`src/rtl/red_lane_tx_if.sv`:
```
// Operand/beat bus of the nibble-lane reduction transmitter.
// The master side supplies operand pairs and accepts beats; the slave side
// is the transmitter itself.
interface red_lane_tx_if #(
    parameter int WORD_W = 16,
    parameter int LANE_W = 4
);
    localparam int NLANES = WORD_W / LANE_W;
    localparam int IDX_W  = (NLANES > 1) ? $clog2(NLANES) : 1;

    // upstream operand handshake
    logic              in_valid;
    logic              in_ready;
    logic [WORD_W-1:0] in_a;
    logic [WORD_W-1:0] in_b;

    // downstream beat handshake
    logic              out_valid;
    logic              out_ready;
    logic [LANE_W-1:0] out_a;
    logic [LANE_W-1:0] out_b;
    logic [IDX_W-1:0]  out_idx;
    logic              out_first;
    logic              out_last;

    // status
    logic              busy;

    modport master (
        output in_valid,
        output in_a,
        output in_b,
        output out_ready,
        input  in_ready,
        input  out_valid,
        input  out_a,
        input  out_b,
        input  out_idx,
        input  out_first,
        input  out_last,
        input  busy
    );

    modport slave (
        input  in_valid,
        input  in_a,
        input  in_b,
        input  out_ready,
        output in_ready,
        output out_valid,
        output out_a,
        output out_b,
        output out_idx,
        output out_first,
        output out_last,
        output busy
    );
endinterface

```
`src/rtl/red_lane_tx.sv`:
```
// Transmit side of the nibble-lane reduction interface.
// Captures an operand pair (A, B) on accept and streams it LSB lane first,
// one A/B nibble pair per beat, tagged with lane index and first/last marks.
// All beat outputs come straight from flops so they hold still under
// backpressure. WORD_W must be a multiple of LANE_W.
module red_lane_tx #(
    parameter int WORD_W = 16,
    parameter int LANE_W = 4
) (
    input  logic             clk,
    input  logic             rst_n,
    red_lane_tx_if.slave     bus
);
    localparam int NLANES = WORD_W / LANE_W;
    localparam int IDX_W  = (NLANES > 1) ? $clog2(NLANES) : 1;
    localparam logic [IDX_W-1:0] LAST_IDX = IDX_W'(NLANES - 1);
    localparam logic [IDX_W-1:0] IDX_ZERO = {IDX_W{1'b0}};

    typedef enum logic [0:0] {
        ST_IDLE = 1'b0,
        ST_SEND = 1'b1
    } state_t;

    // Pick lane idx out of a word; out-of-range indices yield zero.
    function automatic logic [LANE_W-1:0] lane_sel(
        input logic [WORD_W-1:0] word,
        input logic [IDX_W-1:0]  idx
    );
        logic [LANE_W-1:0] r;
        r = {LANE_W{1'b0}};
        for (int i = 0; i < NLANES; i++) begin
            r = (idx == IDX_W'(i)) ? word[i*LANE_W +: LANE_W] : r;
        end
        return r;
    endfunction

    state_t            state_q,     state_d;
    logic [IDX_W-1:0]  cnt_q,       cnt_d;
    logic [WORD_W-1:0] shadow_a_q,  shadow_a_d;
    logic [WORD_W-1:0] shadow_b_q,  shadow_b_d;
    logic              out_valid_q, out_valid_d;
    logic [LANE_W-1:0] out_a_q,     out_a_d;
    logic [LANE_W-1:0] out_b_q,     out_b_d;
    logic [IDX_W-1:0]  out_idx_q,   out_idx_d;
    logic              out_first_q, out_first_d;
    logic              out_last_q,  out_last_d;

    logic beat_done_s;
    logic last_s;
    logic in_ready_s;
    logic accept_s;

    // A beat leaves when the downstream takes it; the last beat frees the
    // shadow, which lets a new pair be taken in the same cycle.
    assign beat_done_s = out_valid_q & bus.out_ready;
    assign last_s      = (cnt_q == LAST_IDX);
    assign in_ready_s  = (state_q == ST_IDLE) | (beat_done_s & last_s);
    assign accept_s    = bus.in_valid & in_ready_s;

    // Next state, lane counter and shadow capture.
    always_comb begin
        state_d    = state_q;
        cnt_d      = cnt_q;
        shadow_a_d = shadow_a_q;
        shadow_b_d = shadow_b_q;
        case (state_q)
            ST_IDLE: begin
                if (accept_s) begin
                    state_d    = ST_SEND;
                    cnt_d      = IDX_ZERO;
                    shadow_a_d = bus.in_a;
                    shadow_b_d = bus.in_b;
                end else begin
                    state_d = ST_IDLE;
                    cnt_d   = IDX_ZERO;
                end
            end
            ST_SEND: begin
                if (beat_done_s) begin
                    if (last_s) begin
                        if (accept_s) begin
                            // back-to-back refill, no idle bubble
                            state_d    = ST_SEND;
                            cnt_d      = IDX_ZERO;
                            shadow_a_d = bus.in_a;
                            shadow_b_d = bus.in_b;
                        end else begin
                            state_d = ST_IDLE;
                            cnt_d   = IDX_ZERO;
                        end
                    end else begin
                        cnt_d = cnt_q + IDX_W'(1);
                    end
                end else begin
                    // stalled: hold everything
                    state_d = state_q;
                    cnt_d   = cnt_q;
                end
            end
            default: begin
                state_d = ST_IDLE;
                cnt_d   = IDX_ZERO;
            end
        endcase
    end

    // Beat outputs for the next cycle, derived from next state so they are
    // registered; recomputing from held state keeps them stable on a stall.
    always_comb begin
        out_valid_d = 1'b0;
        out_a_d     = {LANE_W{1'b0}};
        out_b_d     = {LANE_W{1'b0}};
        out_idx_d   = IDX_ZERO;
        out_first_d = 1'b0;
        out_last_d  = 1'b0;
        if (state_d == ST_SEND) begin
            out_valid_d = 1'b1;
            out_a_d     = lane_sel(shadow_a_d, cnt_d);
            out_b_d     = lane_sel(shadow_b_d, cnt_d);
            out_idx_d   = cnt_d;
            out_first_d = (cnt_d == IDX_ZERO);
            out_last_d  = (cnt_d == LAST_IDX);
        end else begin
            out_valid_d = 1'b0;
        end
    end

    // State, counter, shadow and output registers with async reset.
    always_ff @(posedge clk or negedge rst_n) begin
        if (!rst_n) begin
            state_q     <= ST_IDLE;
            cnt_q       <= IDX_ZERO;
            shadow_a_q  <= {WORD_W{1'b0}};
            shadow_b_q  <= {WORD_W{1'b0}};
            out_valid_q <= 1'b0;
            out_a_q     <= {LANE_W{1'b0}};
            out_b_q     <= {LANE_W{1'b0}};
            out_idx_q   <= IDX_ZERO;
            out_first_q <= 1'b0;
            out_last_q  <= 1'b0;
        end else begin
            state_q     <= state_d;
            cnt_q       <= cnt_d;
            shadow_a_q  <= shadow_a_d;
            shadow_b_q  <= shadow_b_d;
            out_valid_q <= out_valid_d;
            out_a_q     <= out_a_d;
            out_b_q     <= out_b_d;
            out_idx_q   <= out_idx_d;
            out_first_q <= out_first_d;
            out_last_q  <= out_last_d;
        end
    end

    assign bus.in_ready  = in_ready_s;
    assign bus.out_valid = out_valid_q;
    assign bus.out_a     = out_a_q;
    assign bus.out_b     = out_b_q;
    assign bus.out_idx   = out_idx_q;
    assign bus.out_first = out_first_q;
    assign bus.out_last  = out_last_q;
    assign bus.busy      = (state_q == ST_SEND);

endmodule

```
`src/flat_wrapper.sv`:
```
// flat-port wrapper written by rule: the top's interface ports become plain ports
module red_lane_tx_flat 
#(
    parameter int WORD_W = 16,
    parameter int LANE_W = 4
)
  (clk, rst_n, bus_in_valid, bus_in_a, bus_in_b, bus_out_ready, bus_in_ready, bus_out_valid, bus_out_a, bus_out_b, bus_out_idx, bus_out_first, bus_out_last, bus_busy);
  red_lane_tx_if #(.WORD_W(WORD_W), .LANE_W(LANE_W)) bus_i ();
  input  logic clk;
  input  logic rst_n;
  input wire logic [$bits(bus_i.in_valid)-1:0] bus_in_valid;
  input wire logic [$bits(bus_i.in_a)-1:0] bus_in_a;
  input wire logic [$bits(bus_i.in_b)-1:0] bus_in_b;
  input wire logic [$bits(bus_i.out_ready)-1:0] bus_out_ready;
  output wire logic [$bits(bus_i.in_ready)-1:0] bus_in_ready;
  output wire logic [$bits(bus_i.out_valid)-1:0] bus_out_valid;
  output wire logic [$bits(bus_i.out_a)-1:0] bus_out_a;
  output wire logic [$bits(bus_i.out_b)-1:0] bus_out_b;
  output wire logic [$bits(bus_i.out_idx)-1:0] bus_out_idx;
  output wire logic [$bits(bus_i.out_first)-1:0] bus_out_first;
  output wire logic [$bits(bus_i.out_last)-1:0] bus_out_last;
  output wire logic [$bits(bus_i.busy)-1:0] bus_busy;
  assign bus_i.in_valid = bus_in_valid;
  assign bus_i.in_a = bus_in_a;
  assign bus_i.in_b = bus_in_b;
  assign bus_i.out_ready = bus_out_ready;
  assign bus_in_ready = bus_i.in_ready;
  assign bus_out_valid = bus_i.out_valid;
  assign bus_out_a = bus_i.out_a;
  assign bus_out_b = bus_i.out_b;
  assign bus_out_idx = bus_i.out_idx;
  assign bus_out_first = bus_i.out_first;
  assign bus_out_last = bus_i.out_last;
  assign bus_busy = bus_i.busy;
  red_lane_tx #(.WORD_W(WORD_W), .LANE_W(LANE_W)) u_core (.clk(clk), .rst_n(rst_n), .bus(bus_i));
endmodule
```
`config.mk`:
```
export PLATFORM = sky130hd
export DESIGN_NAME = red_lane_tx_flat
export DESIGN_NICKNAME = d
export VERILOG_FILES = /design/src/rtl/red_lane_tx_if.sv /design/src/rtl/red_lane_tx.sv /design/src/flat_wrapper.sv
export SDC_FILE = /design/constraint.sdc
export NUM_CORES = 1
export LEC_CHECK = 0
export CAP_MARGIN = 20
export CORE_MARGIN = 2
export CORE_UTILIZATION = 30
export CTS_BUF_LIST = sky130_fd_sc_hd__clkbuf_16
export DETAILED_ROUTE_END_ITERATION = 10
export DONT_BUFFER_PORTS = 1
export PLACE_DENSITY_LB_ADDON = 0.25
export SLEW_MARGIN = 20
export SYNTH_ARGS = -nofsm -noshare
export SYNTH_HDL_FRONTEND = slang
export SYNTH_SLANG_ARGS = --single-unit
export TNS_END_PERCENT = 100
```
`constraint.sdc`:
```
create_clock -name clk -period 3.13 [get_ports clk]
set_input_delay 0.313 -clock clk [delete_from_list [all_inputs] [get_ports clk]]
set_output_delay 0.313 -clock clk [all_outputs]
set_load 0.05 [all_outputs]
```
==> PnR_summary.wiki <==
{| class="wikitable"
! Metric !! Value
|-
| Leftover overflow at the end of global routing || 0
|-
| Crit-path max cell delay || 0.44 ns
|-
| Fraction of layout instances using a drive strength above 1 || a little over a fifth
|-
| Synth unique cells || 28
|-
| Synth Area in XOR/XNOR || 0%
|-
| Cts bufs inserted || 5
|-
| Worst setup slack for register-to-register paths || a little over 0.7 ns
|-
| Yosys Warn Count || 0
|-
| Post-synthesis adder-cell area fraction || less than 1%
|-
| Final instance area || about 2300 µm²
|-
| Series of cell instances along the critical path || ha_1 -> a21bo_4 -> nand2_4 -> mux2_2 -> and2b_2 -> o31a_1
|-
| Final Total Pwr || between 2 and 3 mW
|-
| Most frequent cells in the layout || sky130_fd_sc_hd__dfrtp_1, sky130_fd_sc_hd__inv_1, sky130_fd_sc_hd__mux2i_1
|-
| Most common cell after layout, fill and taps aside || sky130_fd_sc_hd__dfrtp_1
|-
| Number of input and output port buffers inserted || 0
|-
| Post-synth EDFFs || 0
|-
| Final design utilization || about 35%
|-
| Run status || completed
|-
| Cell leakage power || approximately 1.2 nW
|-
| Hold Fails Final Rpt || 0
|-
| CTS tree || done
|-
| Worst relative slew slack || 55.9%
|-
| Achievable frequency || roughly 410 MHz
|-
| Max VDD drop || slightly above 0.4 mV
|-
| Latest clock arrival within the worst-skew pair || around 0.28 ns
|-
| H-tree lvl count || 2
|-
| Area of the core || 6790 µm²
|-
| Number of antenna violations at the first check in global routing || 0
|-
| Antenna fix cells || 0
|-
| Final Max Slew Viols || 0
|-
| Number of standard cells after synthesis || approximately 160
|-
| Drt wl/cell || roughly 18 µm
|-
| Via count || roughly 1,200
|-
| Clk buf depth || 2
|-
| Sequential fraction of the synthesis area || between 50 and 60%
|-
| Net count of the mapped netlist || between 150 and 200
|-
| Most used flip-flop cell after synthesis || sky130_fd_sc_hd__dfrtp_1
|-
| CTS sink count || 47
|-
| Detailed-router iteration count before antenna repair || 4
|-
| Gr usage total || 13.3%
|-
| Post-route clock period utilization || between 70% and 80%
|-
| Root buf cell || sky130_fd_sc_hd__clkbuf_16
|-
| Compound-cell area share of the yosys netlist || 10.3%
|-
| Setup fix buffers added after clock tree synthesis || 0
|-
| Layout filler cell count || between 600 and 700
|-
| Startpoint-to-endpoint class of the critical path || register to register
|-
| NumNets Final || ~200
|-
| DIE WIDTH || 87.6 µm
|-
| Share of the synthesized area in the top cell type || a little under three fifths
|-
| Number of vias per cell after detailed routing || 4.73
|-
| Setup-violating endpoint count in the final report || 0
|-
| Final-layout setup total negative slack || 0 ns
|-
| Remaining number of nets flagged by the antenna check after routing || 0
|-
| Power per cell area || about 1200 nW/µm²
|-
| Class of the most critical hold timing path || primary input to register
|-
| Final wirelength || 4610 µm
|-
| Post-layout min period || 2.41 ns
|-
| Clock Skews || approximately 0.0048 ns
|-
| Dominant combinational cell family by area after synthesis || multiplexers
|-
| Initial drt markers || 39
|-
| Worst setup SP type || register
|-
| Multiplexer share of the synthesized area || around a fifth
|-
| Placed cell area || between 2000 and 2500 µm²
|-
| Pin count of the biggest net entering global routing || 48
|-
| I/O pins || 51
|-
| GP Congestion || approximately 0.76
|-
| Die Outline Area || between 7000 and 8000 µm²
|-
| Clock-pin slew on the worst setup and hold paths || ~0.060 ns
|-
| Max-capacitance violation count || 0
|-
| Required time of the worst setup path || 3.30 ns
|-
| Data arrival at the endpoint of the critical path || about 2.6 ns
|-
| Library cell with the largest summed area after synthesis || sky130_fd_sc_hd__dfrtp_1
|-
| Global-route wire length before repair || around 7500 µm
|-
| Starting density of the core || a little under a third
|-
| Cell area after synthesis || roughly 2100 µm²
|-
| DIE HEIGHT || between 80 and 90 µm
|-
| Top post-synthesis cells by area || sky130_fd_sc_hd__dfrtp_1, sky130_fd_sc_hd__mux2_2, sky130_fd_sc_hd__mux2i_1, sky130_fd_sc_hd__mux2_4, sky130_fd_sc_hd__inv_1
|-
| Flip-flop and latch count after synthesis || 47
|-
| Share of flip-flops with an asynchronous set or reset || 100%
|-
| Detailed Place HPWL || approximately 3100 µm
|-
| Simple logic cell fraction of the synthesized area || 6.80%
|-
| Transition time at the pin with the least slew margin || ~0.66 ns
|-
| Biggest fanout along the worst timing path || 32
|-
| Worst Setup Slack post-DPL || ~0.70 ns
|-
| Mean cell area of the mapped netlist || ~13 µm²
|-
| Number of placement rows || 30
|-
| Kind of end point of the critical path || register
|-
| Number of global-route vias before repair || roughly 1,400
|-
| Worst setup slack after layout || roughly 0.72 ns
|-
| Critical-path cell with the highest stage delay || sky130_fd_sc_hd__nand2_4
|-
| Remaining design rule violation count || 0
|-
| Syn-to-layout area delta || 11.9%
|-
| Setup repair after global routing missed its margin || false
|}
-- final cells by class --
| cell class | instances | area, µm² | area share [%] |
|---|---|---|---|
| clock buffers | 5 | 125 | 5.33 |
| multi-input cells | 90 | 777 | 33.1 |
| repair buffers | 5 | 60.1 | 2.56 |
| well taps | 96 | 120 | 5.11 |
| inverters | 15 | 56.3 | 2.40 |
| clock inverters | 2 | 33.8 | 1.44 |
| flip-flops and latches | 47 | 1180 | 50.1 |
-- worst paths after layout --
kind,start,end,cells after the start
max in group asynchronous,rst_n,u_core.bus.out_b[0],2
min in group asynchronous,rst_n,u_core.bus.out_b[3],2
setup / recovery,u_core.cnt_q[0],u_core.bus.out_b[2],6
setup reg to reg,u_core.cnt_q[0],u_core.bus.out_b[2],6
hold / removal,bus_in_a[14],u_core.shadow_a_q[14],2
hold reg to reg,u_core.shadow_a_q[1],u_core.shadow_a_q[1],2
-- registers in the layout, summed over array words and instances (netlist names), 2 cells and up --
name and count:
u_core.bus.out_a 4, u_core.bus.out_idx 2, u_core.cnt_q 2, u_core.bus.out_b 4
u_core.shadow_b_q 16, u_core.shadow_a_q 16
-- cell usage after synthesis, drive strengths merged (3+ instances only) --
cell type   n
nand3       3
nor2        6
mux2       21
mux2i      14
inv        15
buf         5
a21oi       7
nor2b       7
o31a        6
nand2       7
o2bb2ai     6
dfrtp      47
-- what timing repair did --
item,4_1_cts,5_1_grt
endpoints found under the hold margin,47,0
setup endpoints to repair,0,0
gates resized for setup,0,0
hold buffers,2,0
-- cell families (layout without fill, tap and decap cells) --
kind of cell               Yosys count  after routing
buffers and inverters               22             27
muxes                               35             35
AOI/OAI and AO/OA                   28             28
adders and majority gates            1              1
and+or+nand+nor                     26             26
DFF                                 47             47
-- power by group --
group / internal, mW / switching [mW]
sequential: 0.910 / 0.376
combinational: 0.471 / 0.538
clock: 0.369 / 0.208
total: 1.75 / 1.12
-- metal layers --
layer  track usage (%)  routed length, µm  vias up
met1              14.6               1820      626
met5                 0                  0        -
li1                  -                  -      556
met4              4.06                 53        0
met3              5.84                337        5
met2              23.2               2400       44
-- critical path: cells and delay by family (launching register included) --
| family | cells | cell delay, ns |
|---|---|---|
| fa+ha+maj | 1 | 0.27 |
| simple gates | 2 | 0.63 |
| flops | 1 | 0.42 |
| compound gates | 2 | 0.57 |
| mux | 1 | 0.41 |
-- stage by stage --
step	hold WS (ns)	instances
2_1_floorplan	0.0174	159
3_3_place_gp	0.0185	251
3_5_place_dp	0.0187	251
4_1_cts	0.169	260
5_1_grt	0.170	260
6_report	0.174	260
(Power assumes the default switching activity.)
==> RTL change 1 (same settings) <==
`LANE_W` is set to 4 in 3 places; all go to 8.
--- a/src/rtl/red_lane_tx_if.sv
+++ b/src/rtl/red_lane_tx_if.sv
@@ -3,7 +3,7 @@
 // is the transmitter itself.
 interface red_lane_tx_if #(
     parameter int WORD_W = 16,
-    parameter int LANE_W = 4
+    parameter int LANE_W = 8
 );
     localparam int NLANES = WORD_W / LANE_W;
     localparam int IDX_W  = (NLANES > 1) ? $clog2(NLANES) : 1;
--- a/src/rtl/red_lane_tx.sv
+++ b/src/rtl/red_lane_tx.sv
@@ -5,7 +5,7 @@
 // backpressure. WORD_W must be a multiple of LANE_W.
 module red_lane_tx #(
     parameter int WORD_W = 16,
-    parameter int LANE_W = 4
+    parameter int LANE_W = 8
 ) (
     input  logic             clk,
     input  logic             rst_n,
--- a/src/flat_wrapper.sv
+++ b/src/flat_wrapper.sv
@@ -2,7 +2,7 @@
 module red_lane_tx_flat 
 #(
     parameter int WORD_W = 16,
-    parameter int LANE_W = 4
+    parameter int LANE_W = 8
 )
   (clk, rst_n, bus_in_valid, bus_in_a, bus_in_b, bus_out_ready, bus_in_ready, bus_out_valid, bus_out_a, bus_out_b, bus_out_idx, bus_out_first, bus_out_last, bus_busy);
   red_lane_tx_if #(.WORD_W(WORD_W), .LANE_W(LANE_W)) bus_i ();
Interface: changed (resized bus_out_a, bus_out_b and bus_out_idx); port bits go from 51 to 58. The function was not compared with the original's and may differ.
==> RTL change 1 against the unedited design <==
Critical path depth unchanged; via count decreased by 11%; critical path type unchanged; power increased by 2.4%; routed wire length decreased by 17%; synthesized area decreased by 1.8%; setup slack improved by 0.21 ns; sequential cell count increased by 5; worst hold slack about the same; utilization decreased by 0.41 points; cell area decreased by 2.3%.
==> RTL change 1: results <==
[layout]
seq_area_sq_um = 1300
nonClockInverterCount = 34
bufAreaShareNonClock_pct = 2.62
seq_cells = 52
nFillCells = 644
stdcell_count = 237
multi_input_comb_cells = 58
clk_share_pct = 7.31
seq_area_share_pct = 56.7

[critical_path]
cp_slowest_cell = "nand2b_1"
r2r-end = "u_core.bus.out_a[7]"
timing.rr.start = "u_core.bus.out_valid"
arrival_ns = 2.33
crit_fanout = 17

[global_routing]
met3_usage_pct = 4.36
grt_pass1_wl_microns = 6040
globalRouteTotalUtil_pct = 10.7
grt_start_max_net_pins = 53
use_met2_pct = 17.1
use_met1_pct = 11.9

[detailed_routing]
vias = 1095
wl_met3_microns = 325
wl_met1_microns = 1410
wl_met2_microns = 1960
drt_iter0_drc = 45

[yosys]
ys_types = 17
synth-seq-area-share_pct = 63.2
syn_area_per_cell_sq_um = 13.5
yosys-top-cells-area = "dfrtp_1 63%, mux2i_1 16%, inv_1 6.2%"

[placed_design]
place_inst = 227
dp_slack_ns = 0.950
gp_congestion = 0.719
hpwl_microns = 2560
dpl_cell_area_sq_um = 2090

[sta]
worstMarginPinSlew_ns = 0.929
clock-skew-final_ns = 0.00571

[min_path]
min-delay-start = "bus_in_a[5]"

[outcome]
status = "finished clean"

[pwr]
p_int_uw = 1690
pwr_density_cell_nw_per_um2 = 1280

[die]
core_area_sq_um = 6720
==> RTL change 1: worst max-delay path by stage <==
stage / startpoint / end / slack, ns / cells after the start
6_report: u_core.bus.out_valid / u_core.bus.out_a[7] / 0.92 / 6
2_1_floorplan: u_core.bus.out_valid / u_core.bus.out_a[5] / 0.76 / 8
3_3_place_gp: u_core.bus.out_valid / u_core.bus.out_b[7] / 1.04 / 6
4_1_cts: u_core.bus.out_valid / u_core.bus.out_a[7] / 0.94 / 6
5_1_grt: u_core.bus.out_valid / u_core.bus.out_a[7] / 0.79 / 6
3_5_place_dp: u_core.bus.out_valid / u_core.bus.out_a[7] / 0.95 / 6
==> RTL change 1: kinds of logic (layout without fill, tap and decap cells) <==
logic type               Yosys count  in the layout  synth area share, %
multiplexers                      32             32                 15.6
AO/OA/AOI/OAI                     18             18                 7.72
adder cells (fa/ha/maj)            1              1                0.607
buffers and inverters             42             47                 10.7
flip-flops                        52             52                 63.2
AND/OR/NAND/NOR                    7              7                 2.25
==> RTL change 2 (config.mk and constraints unchanged) <==
Made on the original files. Make the reset (`rst_n`) synchronous in one clocked block. Comments in the files are not updated.
--- a/src/rtl/red_lane_tx.sv
+++ b/src/rtl/red_lane_tx.sv
@@ -126,7 +126,7 @@
     end
 
     // State, counter, shadow and output registers with async reset.
-    always_ff @(posedge clk or negedge rst_n) begin
+    always_ff @(posedge clk) begin
         if (!rst_n) begin
             state_q     <= ST_IDLE;
             cnt_q       <= IDX_ZERO;
Behaviour: differs if rst_n is asserted again (counterexample within 4 cycles, from zero or initial values and one cycle with rst_n low); with rst_n held inactive, the same outputs for 10 cycles.
==> RTL change 2 against the unedited design <==
Synthesized cell count grew 19%; cell area decreased by 10%; critical path type unchanged; routed wire length shrank 5.2%; count of clock-buffer cells in the layout is the same; clock skew grew 0.0010 ns; first-iteration DRC count grew 15%; sequential share of layout area shrank 5.5 points; global-route usage fell by 0.39 points; setup slack improved by 0.20 ns; critical endpoint is now u_core.bus.out_b[2]; synthesized area shrank 8.3%; critical path depth increased by 1; sequential cell count stayed put.
Power is not compared: it rests on default switching activity, and its combinational part moved more than twofold at a synthesized area within 25%.
==> RTL change 2: results <==
[cts]
cts_buffers = 5
root_buffer = "clkbuf_16"
cts_setup_buffers = 0
htreeDepth = 2
insertion_delay_ns = 0.29
cts_resized = 0
clk_pin_slew_ns = 0.07
cts_buffer_depth = 2

[detailed_routing]
drt_iter0_drc = 45
wl_per_cell_microns = 16.4
dr.pass1.iters = 4
detail_route.vias_per_cell = 4.91

[yosys]
synth_xor_xnor_area_share_pct = 0
synth_commonest_cells = "47 x dfxtp_1, 37 x nor2_1, 29 x mux2i_1"
synth-adder-area-share_pct = 0.650
yosys-top-cells-area = "dfxtp_1 49%, mux2i_1 15%, nor2_1 7.2%"
synth_warnings = 0
synthArstFlopShare_pct = 0
synth_fp_nets = 226
synth_compound_area_share_pct = 12.5
muxShareOfSynthArea_pct = 18.6
ys_types = 39
synth-seq-area-share_pct = 48.9

[layout]
num_antenna_cells = 0
layout-drive-gt1-share_pct = 8.42
top_regs = "u_core.shadow_a_q (16), u_core.shadow_b_q (16)"

[global_routing]
grt_start_max_net_pins = 32
grt_pass1_wl_microns = 7070
grt_pass1_vias = 1370
globalRouteTotalUtil_pct = 12.9
grt_antenna_before_repair = 0

[placed_design]
hpwl_microns = 3060
gp_congestion = 0.723
port_buffers = 0
dpl_cell_area_sq_um = 1970

[critical_path]
arrival_ns = 2.40
crit_fanout = 31

[min_path]
hold_class = "input port to flop"

[sta]
clock-skew-final_ns = 0.00577
slew_headroom_pct = 31.9

[pwr]
peakVddDrop_mv = 0.341
p_leak_uw = 0.000918

[outcome]
status = "finished clean"
-- RTL change 2: per-stage QoR --
stage	util, %	std cells	power [uW]	worst slack, ns
after floorplan	-	189	802	0.973
after global placement	31.3	259	820	0.940
after detailed placement	31.3	259	822	0.908
after CTS	33.6	267	1340	0.887
after global routing	33.6	267	1380	0.734
final	33.6	267	1320	0.913
-- RTL change 2: power breakdown --
part	total (uW)	switching, uW	internal (uW)
combinational	135	79.5	55.5
clock	518	224	294
sequential	671	38.9	632
-- RTL change 2: routing by layer --
metal / part of all wire [%] / vias to the layer above / wire, microns / global-route usage [%]
met5: 0 / - / 0 / 0
met4: 1.2 / 0 / 54 / 4.40
met3: 7.7 / 5 / 337 / 5.14
met2: 44 / 39 / 1900 / 19.6
met1: 47 / 608 / 2070 / 16.7
li1: - / 660 / - / -
-- RTL change 2: path summary, 6_finish.rpt --
kind                         startpoint  slack [ns]  depth (start not counted)                     to
hold / removal                    rst_n        0.14                          1   u_core.shadow_a_q[8]
setup / recovery        u_core.cnt_q[0]        0.91                          7    u_core.bus.out_b[2]
hold reg to reg   u_core.shadow_a_q[14]        0.48                          2  u_core.shadow_a_q[14]
setup reg to reg        u_core.cnt_q[0]        0.91                          7    u_core.bus.out_b[2]
-- RTL change 2: cells by family after synthesis --
kind of cell | count (synthesis)
fa+ha+maj | 1
flops | 47
buf+inv | 14
compound gates | 32
simple gates | 61
mux | 34
-- RTL change 2: area by class of cell --
cell class	instances	area, sq um
Fill cell	647	4170
Inverter	5	18.8
Timing Repair Buffer	2	15.0
Tap cell	77	96.3
Clock buffer	5	125
Clock inverter	3	20.0
Multi-Input combinational cell	128	896
Sequential cell	47	941
-- RTL change 2: worst max-delay path, stage by stage, from the launching register on --
cell and delay, ns:
dfxtp_1 0.35, ha_1 0.25, a21bo_1 0.17, buf_4 0.20
nand2_4 0.43, mux4_2 0.30, inv_1 0.05, a2111oi_2 0.33
